`config.mk`:
```
export PLATFORM = sky130hd
export DESIGN_NAME = lsu_unit
export DESIGN_NICKNAME = d
export VERILOG_FILES = /design/src/rtl/lsu_pkg.sv /design/src/rtl/lsu_align.sv /design/src/rtl/lsu_unit.sv
export SDC_FILE = /design/constraint.sdc
export NUM_CORES = 1
export LEC_CHECK = 0
export CAP_MARGIN = 5
export CORE_MARGIN = 3
export CORE_UTILIZATION = 41
export DETAILED_ROUTE_END_ITERATION = 8
export PLACE_DENSITY = 0.78
export RECOVER_POWER = 100
export SETUP_SLACK_MARGIN = 0.15
export SKIP_LAST_GASP = 1
export SYNTH_ARGS = -nofsm -noshare
export SYNTH_HDL_FRONTEND = slang
export SYNTH_SLANG_ARGS = --single-unit
```
`constraint.sdc`:
```
create_clock -name clk -period 2.15 [get_ports clk]
set_input_delay 0.215 -clock clk [delete_from_list [all_inputs] [get_ports clk]]
set_output_delay 0.215 -clock clk [all_outputs]
set_load 0.02 [all_outputs]
```
`src/rtl/lsu_pkg.sv`:
```
// Shared types for the load/store unit: op sizes, FSM states, captured
// request and registered response, plus the natural-alignment test used
// by the optional misaligned-access trap (LSU_MISALIGN_TRAP_EN).
package lsu_pkg;

  localparam int XLEN   = 64;
  localparam int STRB_W = XLEN / 8;

  typedef enum logic [1:0] {
    SZ_B = 2'd0,
    SZ_H = 2'd1,
    SZ_W = 2'd2,
    SZ_D = 2'd3
  } msize_t;

  typedef enum logic [1:0] {
    IDLE = 2'd0,
    BUS  = 2'd1,
    DONE = 2'd2
  } lsu_state_t;

  // Op as captured at accept; everything the bus phase needs.
  typedef struct packed {
    logic            store;
    logic            uns;
    msize_t          size;
    logic [XLEN-1:0] addr;
    logic [XLEN-1:0] wdata;
  } lsu_req_t;

  typedef struct packed {
    logic [XLEN-1:0] data;
    logic            exc;
  } lsu_resp_t;

  // True when the address is not a multiple of the access size.
  function automatic logic is_misaligned(input logic [2:0] off, input msize_t size);
    logic mis;
    case (size)
      SZ_B:    mis = 1'b0;
      SZ_H:    mis = off[0];
      SZ_W:    mis = |off[1:0];
      default: mis = |off;
    endcase
    return mis;
  endfunction

endpackage

```
`src/rtl/lsu_align.sv`:
```
// Purpose: byte-lane steering for the LSU (store shift + strobe, load align + extend).
// Latency: purely combinational, zero cycles.
// Backpressure: none; no handshake, outputs follow inputs.
// Ports:
//   size_i, unsigned_i  access size and zero-extend request
//   off_i               address bits [2:0], byte offset within the doubleword
//   wdata_i / wdata_o   right-aligned store data in, lane-shifted store data out
//   strobe_o            byte enables; bits shifted past lane 7 are dropped
//   rdata_i / rdata_o   raw bus doubleword in, aligned and extended load data out
import lsu_pkg::*;

module lsu_align (
  input  msize_t            size_i,
  input  logic              unsigned_i,
  input  logic [2:0]        off_i,
  input  logic [XLEN-1:0]   wdata_i,
  input  logic [XLEN-1:0]   rdata_i,
  output logic [STRB_W-1:0] strobe_o,
  output logic [XLEN-1:0]   wdata_o,
  output logic [XLEN-1:0]   rdata_o
);

  logic [STRB_W-1:0] base_strb;
  logic [XLEN-1:0]   rd_sh;
  logic [5:0]        bit_off;

  assign bit_off = {off_i, 3'b000};

  always_comb begin
    base_strb = 8'h00;
    case (size_i)
      SZ_B:    base_strb = 8'h01;
      SZ_H:    base_strb = 8'h03;
      SZ_W:    base_strb = 8'h0F;
      default: base_strb = 8'hFF;
    endcase
  end

  // 8-bit result: a misaligned access simply loses the upper strobe bits.
  assign strobe_o = base_strb << off_i;
  assign wdata_o  = wdata_i << bit_off;
  assign rd_sh    = rdata_i >> bit_off;

  always_comb begin
    rdata_o = rd_sh;
    case (size_i)
      SZ_B:    rdata_o = unsigned_i ? {56'd0, rd_sh[7:0]}  : {{56{rd_sh[7]}},  rd_sh[7:0]};
      SZ_H:    rdata_o = unsigned_i ? {48'd0, rd_sh[15:0]} : {{48{rd_sh[15]}}, rd_sh[15:0]};
      SZ_W:    rdata_o = unsigned_i ? {32'd0, rd_sh[31:0]} : {{32{rd_sh[31]}}, rd_sh[31:0]};
      default: rdata_o = rd_sh;
    endcase
  end

endmodule

```
`src/rtl/lsu_unit.sv`:
```
// Purpose: single-outstanding load/store unit between execute and the dbus port.
// Latency: accept cycle -> bus cycle(s) -> result cycle; 2 cycles minimum with an immediate dresp_ok.
// Backpressure: req_ready low while busy; result held in DONE until resp_ready (or flush).
// Ports:
//   clk, reset, flush          clock, sync active-high reset, squash of the op in flight
//   req_*                      op from execute (valid/ready)
//   dreq_* / dresp_*           dbus request held until dresp_ok
//   resp_*                     tagged result to commit (valid/ready)
// Build option: LSU_MISALIGN_TRAP_EN traps misaligned ops instead of issuing them.
import lsu_pkg::*;

module lsu_unit #(
  parameter int TAG_W  = 5,
  parameter int DATA_W = 64
) (
  input  logic              clk,
  input  logic              reset,
  input  logic              flush,
  input  logic              req_valid,
  output logic              req_ready,
  input  logic              req_store,
  input  logic              req_unsigned,
  input  logic [1:0]        req_size,
  input  logic [DATA_W-1:0] req_addr,
  input  logic [DATA_W-1:0] req_wdata,
  input  logic [TAG_W-1:0]  req_tag,
  output logic              dreq_valid,
  output logic [DATA_W-1:0] dreq_addr,
  output logic [1:0]        dreq_size,
  output logic [DATA_W-1:0] dreq_data,
  output logic [7:0]        dreq_strobe,
  input  logic [DATA_W-1:0] dresp_data,
  input  logic              dresp_ok,
  output logic              resp_valid,
  input  logic              resp_ready,
  output logic [DATA_W-1:0] resp_data,
  output logic [TAG_W-1:0]  resp_tag,
  output logic              resp_exc
);

  lsu_state_t state_q, state_d;
  lsu_req_t   req_q, req_d;
  lsu_resp_t  resp_q, resp_d;
  logic [TAG_W-1:0] tag_q, tag_d;
  logic       killed_q, killed_d;

  logic [STRB_W-1:0] strb;
  logic [XLEN-1:0]   st_data;
  logic [XLEN-1:0]   ld_data;

  // Steering always works from the captured op so dreq_* cannot move mid-request.
  lsu_align u_align (
    .size_i     (req_q.size),
    .unsigned_i (req_q.uns),
    .off_i      (req_q.addr[2:0]),
    .wdata_i    (req_q.wdata),
    .rdata_i    (dresp_data),
    .strobe_o   (strb),
    .wdata_o    (st_data),
    .rdata_o    (ld_data)
  );

  assign req_ready   = (state_q == IDLE) && !flush;
  assign dreq_valid  = (state_q == BUS);
  assign dreq_addr   = req_q.addr;
  assign dreq_size   = req_q.size;
  assign dreq_data   = st_data;
  assign dreq_strobe = req_q.store ? strb : 8'h00;
  // A flush in DONE drops the result, so it must not look consumable that cycle.
  assign resp_valid  = (state_q == DONE) && !flush;
  assign resp_data   = resp_q.data;
  assign resp_exc    = resp_q.exc;
  assign resp_tag    = tag_q;

  always_comb begin
    state_d  = state_q;
    req_d    = req_q;
    resp_d   = resp_q;
    tag_d    = tag_q;
    killed_d = killed_q;
    case (state_q)
      IDLE: begin
        if (req_valid && req_ready) begin
          req_d.store = req_store;
          req_d.uns   = req_unsigned;
          req_d.size  = msize_t'(req_size);
          req_d.addr  = req_addr;
          req_d.wdata = req_wdata;
          tag_d       = req_tag;
          killed_d    = 1'b0;
          state_d     = BUS;
`ifdef LSU_MISALIGN_TRAP_EN
          // Trapped ops skip the bus; the faulting address is reported as mtval.
          if (is_misaligned(req_addr[2:0], msize_t'(req_size))) begin
            resp_d.data = req_addr;
            resp_d.exc  = 1'b1;
            state_d     = DONE;
          end
`endif
        end
      end
      BUS: begin
        if (flush) begin
          killed_d = 1'b1;
        end
        // The bus cannot abort, so a killed op still waits for dresp_ok.
        if (dresp_ok) begin
          if (killed_q || flush) begin
            killed_d = 1'b0;
            state_d  = IDLE;
          end else begin
            resp_d.data = req_q.store ? '0 : ld_data;
            resp_d.exc  = 1'b0;
            state_d     = DONE;
          end
        end
      end
      DONE: begin
        if (flush || resp_ready) begin
          state_d = IDLE;
        end
      end
      default: state_d = IDLE;
    endcase
  end

  always_ff @(posedge clk) begin
    if (reset) begin
      state_q  <= IDLE;
      req_q    <= '0;
      resp_q   <= '0;
      tag_q    <= '0;
      killed_q <= 1'b0;
    end else begin
      state_q  <= state_d;
      req_q    <= req_d;
      resp_q   <= resp_d;
      tag_q    <= tag_d;
      killed_q <= killed_d;
    end
  end

endmodule

```
==> impl_metrics.toml <==
[synthesis]
ys_seq_area_share_pct = 35.7
syn_area_per_cell_um2 = 8.03
synth_top_area_share_pct = 35.7
syn_nets = 1631
synth.cell_area_um2 = 11400
yosys_warnings = 0
yosys-top-cells-area = "dfxtp_1, nand2_1, mux2i_1"
synth-simple-area-share_pct = 18.2
synth_edf_count = 0
synth-xor-area-share_pct = 0
syn-instance-count = 1424
synth_top_family_by_area = "compound AO/OA/AOI/OAI gates"
synth-compound-area-share_pct = 19.9
synth_adder_area_share_pct = 0
synth_cell_types = 47
synth_largest_area_cell = "dfxtp_1"
synthFlopType = "dfxtp_1"
synthArstFlopShare_pct = 0
ys_ff_latch = 204
synth_mux_area_share_pct = 16.7

[final_layout]
fin_cells = 2276
area_growth_pct = 71.5
nNetsFinal = 2092
final_area_um2 = 19600
fill_cells = 1901
drive_gt1_share_pct = 31.4
multiInputGateArea_um2 = 7550
regArea_um2 = 4100

[grt]
grt_first_pass_wirelength_mm = 74.2
grt_overflow = 0
grt_pass1_vias = 12600
track_usage_pct = 31.0
grt_max_degree = 132
antenna_found_initial = 3

[timing]
rsz0062_at_grt = "true"
fin_skew_ns = 0.0246
finalCritPeriodShare_pct = 108
fmax_mhz = 431
max-slew-margin-rel_pct = 48.3
hold_violations = 0
fin_ws_ns = -0.168
setup_viol = 95
worstMarginPinSlew_ns = 0.774
post-route-min-period_ns = 2.32
final_max_slew_viol_count = 0

[route]
drc = 0
drt-wirelength-per-cell_um = 23.2
wirelength_mm = 52.8
postRouteAntennaNets = 0
vias_per_cell = 5.78
drtPass1Iterations = 5
drtIter0Drc = 1246
via_count = 13200

[place]
dp_hpwl_mm = 33.5
place_ws_ns = -0.193
dpl_cell_area_um2 = 16400
place_inst = 2133
place_congestion = 0.978
io_buffers = 416

[critical_path]
cp-end-kind = "flip-flop"
cp_max_fo = 7
cp.required_ns = 2.60
crit_arrival_ns = 2.77
r2r_setup_slack_ns = -0.17
path_class = "reg -> reg"
cp-start-kind = "flip-flop"

[die]
fp.dieArea_um2 = 29900
ioPinCount = 418
core_um2 = 27200
chipHeight_um = 173
die_w_um = 173
start_util_pct = 42.1
core.rowCount = 60

[clocking]
clockBufferDepth = 3
h-tree-depth = 1
clk_pin_slew_worst_paths_ns = 0.06
numCtsBuffers = 23
ctsHoldBuffers = 0
cts_tree = "built"
root_buffer = "clkbuf_16"
cts_sinks = 204
clk_latency_ns = 0.53

[power_and_ir_drop]
peakVddDrop_mv = 0.536
p_leak_nw = 7.62
cellPowerDensity_nw_per_um2 = 578

[min_path]
hold_class = "in -> reg"

[outcome]
outcome = "finished with violations"
failed_checks = "negative setup slack"

[job]
max_cap_viol_count = 0
==> critical path: stages (launching register included) <==
cell and delay, ns:
dfxtp_4 0.35, buf_6 0.13, buf_8 0.14, mux2i_2 0.16
mux4_2 0.55, buf_6 0.15, or4_4 0.43, nor2_4 0.21
a221o_1 0.14
==> flip-flops by register name, summed over array words and instances, names as in the netlist <==
register	count
dreq_size	2
state_q	2
resp_tag	5
dreq_addr	64
resp_data	64
req_q	66
killed_q	1
==> final timing paths <==
kind                 start             to  cells after the start
min reg2reg  resp_data[55]  resp_data[55]                      2
min                  reset   resp_data[0]                      2
max           dreq_addr[1]   resp_data[9]                      8
max reg2reg   dreq_addr[1]   resp_data[9]                      8
==> per-layer routing <==
metal / global-route usage (%) / up-vias / part of all wire (%)
li1: - / 5820 / -
met1: 36.3 / 6213 / 35
met2: 53.7 / 854 / 48
met3: 7.58 / 274 / 9.3
met4: 14.0 / 4 / 7.5
met5: 0 / - / 0.051
==> repair_timing <==
item,in CTS,in global routing
pin swaps,59,56
cloned,14,2
buffers inserted,56,27
endpoints found under the setup margin,143,137
gates resized for setup,559,185
==> placed cells by master (no fill, tap or decap), types with 17 or more instances in the layout <==
cell type / netlist / layout
nand2_1: 361 / 358
clkdlybuf4s50_1: 0 / 205
dfxtp_1: 204 / 201
a21oi_1: 182 / 162
buf_4: 70 / 137
dlygate4sd3_1: 0 / 130
buf_6: 5 / 89
mux2i_1: 92 / 64
nor2_1: 68 / 41
o21ai_2: 0 / 29
buf_12: 0 / 28
mux2_4: 0 / 27
mux2_2: 54 / 27
clkbuf_16: 0 / 26
a221o_1: 22 / 22
mux2i_4: 0 / 18
o22ai_1: 31 / 17
mux4_2: 17 / 17
==> cell families (layout without fill, tap and decap cells) <==
logic type / after synthesis / in the layout
simple gates: 496 / 496
compound gates: 362 / 362
flops: 204 / 204
buf+inv: 198 / 676
mux: 163 / 163
other cells: 1 / 3
==> where the power goes <==
part           internal (mW)  total, mW  switching (mW)  leakage (nW)
clock network           2.46       4.14            1.68         0.393
registers               3.92       4.08           0.157          1.66
logic                   1.57       3.12            1.55          5.57
==> through the flow <==
step	hold WS [ns]	TNS, ns	util, %	total power [mW]
global route	0.0522	-14.75	72.1	11.7
detailed placement	0.442	-8.77	60.5	6.59
CTS	0.0407	-7.58	68.4	11.0
floorplan	0.351	0	-	5.40
finish	0.0611	-8.07	72.1	11.3
global placement	0.432	-7.01	60.5	6.56
==> Yosys cell counts, types with 7 or more instances <==
master and number:
nand2_1 361, dfxtp_1 204, a21oi_1 182, mux2i_1 92
clkbuf_1 82, buf_4 70, nor2_1 68, mux2_2 54
o21ai_0 54, o22ai_1 31, buf_2 30, nor2b_1 23
a221o_1 22, o31ai_2 20, mux4_2 17, a221oi_1 15
a211oi_1 13, and2_1 11, a22oi_1 8, buf_1 8
nand2b_1 8, nand3b_1 7
==> area by class of cell <==
type                            instances  area share, %
Antenna cell                            2         0.0255
Clock buffer                           33           3.49
Clock inverter                          9          0.523
Inverter                                3         0.0574
Multi-Input combinational cell       1022           38.5
Sequential cell                       204           20.9
Tap cell                              372           2.37
Timing Repair Buffer                  631           34.1
(Power assumes the default switching activity.)
==> edit, RTL diff (same settings) <==
Change the parameter `TAG_W` from 5 to 10.
--- a/src/rtl/lsu_unit.sv
+++ b/src/rtl/lsu_unit.sv
@@ -11,5 +11,5 @@
 
 module lsu_unit #(
-  parameter int TAG_W  = 5,
+  parameter int TAG_W  = 10,
   parameter int DATA_W = 64
 ) (
Interface: changed (resized req_tag and resp_tag); port bits go from 418 to 428. The function was not compared with the original's and may differ.
==> edit against the original RTL <==
- the run still ends with setup timing left
- sequential cell count grew 5
- register-to-register slack gained 0.04 ns
- utilization shrank 1.9 points
- wire length shrank 4.4%
- largest cell class unchanged
- clock power grew 8.9%
- die area grew 1.5%
- setup slack lost 0.085 ns
- synthesized area grew 1.6%
- power grew 2.2%
- final area shrank 1.9%
==> edit: results (changes against the original RTL) <==
Slew @ Worst Pin 0.997 ns (+0.223 ns); Critical Path AT 2.19 ns (-0.58 ns); hpwl dp 34000 microns (+1.4%); Worst Skew 0.0242 ns (-0.000432 ns); IO Port Bufs 426 (+2.4%); CTS Buf Count 24 (+4.3%); syn_nets 1688 (+3.5%); Yosys cell types 46 (-2.1%); 1st-iter DRT viols 1320 (+5.9%); first-pass GRT wire length 71700 microns (-3.4%); final setup vio count 91 (-4.2%); max incr delay on CP 0.37 ns (-0.18 ns); layout cell share with drive strength beyond 1 28.0% (-3.4 points); failing checks setup timing; Reg area 0.00420 sq mm (+2.6%); CP max stage cell dfxtp_4; Clk pwr share 38.9% (+2.4 points); P_leak 0.00742 uW (-2.6%); DR vias/cell 5.73 (-1.0%); P_int 8260 uW (+3.9%); Net Switching 3320 uW (-1.9%); Seq/Total Area, Yosys 36.0% (+0.30 points); routed wire length 50500 microns (-4.4%); Synth area leaders dfxtp_1 (36%), nand2_1 (12%), mux2i_1 (9.4%); DRT Pass-1 Iters 6 (+1); placed cell count 2188 (+2.6%); Syn Area/Cell 7.87 sq um (-2.0%); GPL Wtd Cong 0.919 (-6.0%); Setup TNS -7.38 ns (+0.684 ns); status finished with violations; Peak VDD IR 630 uV (+18%); largest net degree at the start of global routing 93 (-30%); final worst setup slack -0.253 ns (-0.0851 ns); gr usage total 29.4% (-1.6 points); # fillers 1969 (+3.6%); delay-heaviest family, CP buffers and inverters; Net count, final 2119 (+1.3%); via count 13200 (+0.076%); Post-synth top cells nand2_1 (374), dfxtp_1 (209), a21oi_1 (202); Logic pwr share 25.0% (-2.5 points); CP Max Fanout 5 (-2)
==> edit: worst paths after layout <==
check | startpoint | slack [ns] | endpoint | depth (start not counted)
hold / removal | req_addr[7] | 0.23 | dreq_addr[7] | 3
hold reg to reg | dreq_addr[40] | 0.45 | dreq_addr[40] | 2
setup / recovery | dreq_addr[1] | -0.25 | dreq_data[53] | 10
setup reg to reg | dreq_addr[1] | -0.13 | resp_data[61] | 9
==> edit: final cells by class <==
class                   instances  share of cell area [%]
clock buffers                  34                    3.70
flip-flops and latches        209                    21.8
inverters                       5                  0.0976
clock inverters                 9                   0.800
multi-input cells            1065                    38.4
diodes                          5                  0.0651
well taps                     372                    2.42
repair buffers                602                    32.7
==> edit: cells by family after synthesis <==
logic type,after synthesis,synth area share (%)
buf+inv,202,9.37
compound gates,384,19.9
other cells,1,0.0323
flops,209,36.0
mux,163,16.1
simple gates,517,18.6
==> edit: timing repair <==
item / 4_1_cts / 5_1_grt
setup buffers: 44 / 12
gates cloned: 8 / 1
endpoints found under the setup margin: 141 / 137
pin swaps: 30 / 50
resized for setup: 481 / 196
==> edit: per-layer routing <==
metal	track usage, %	part of all wire (%)	up-vias
met2	50.4	49	799
met1	33.0	36	6242
li1	-	-	5922
met3	7.58	8.6	208
met5	0	0.054	-
met4	16.9	6.5	4
==> edit: worst min-delay path, cell delays in order <==
cell and delay, ns:
clkdlybuf4s50_1 0.39, nand2_1 0.05, a21oi_1 0.05
==> edit: per-stage QoR <==
step	hold slack (ns)	setup WS [ns]
after detailed placement	0.444	-0.156
final	0.228	-0.253
after CTS	0.217	-0.176
after global placement	0.441	-0.0780
after floorplan	0.351	0.0829
after global routing	0.236	-0.274
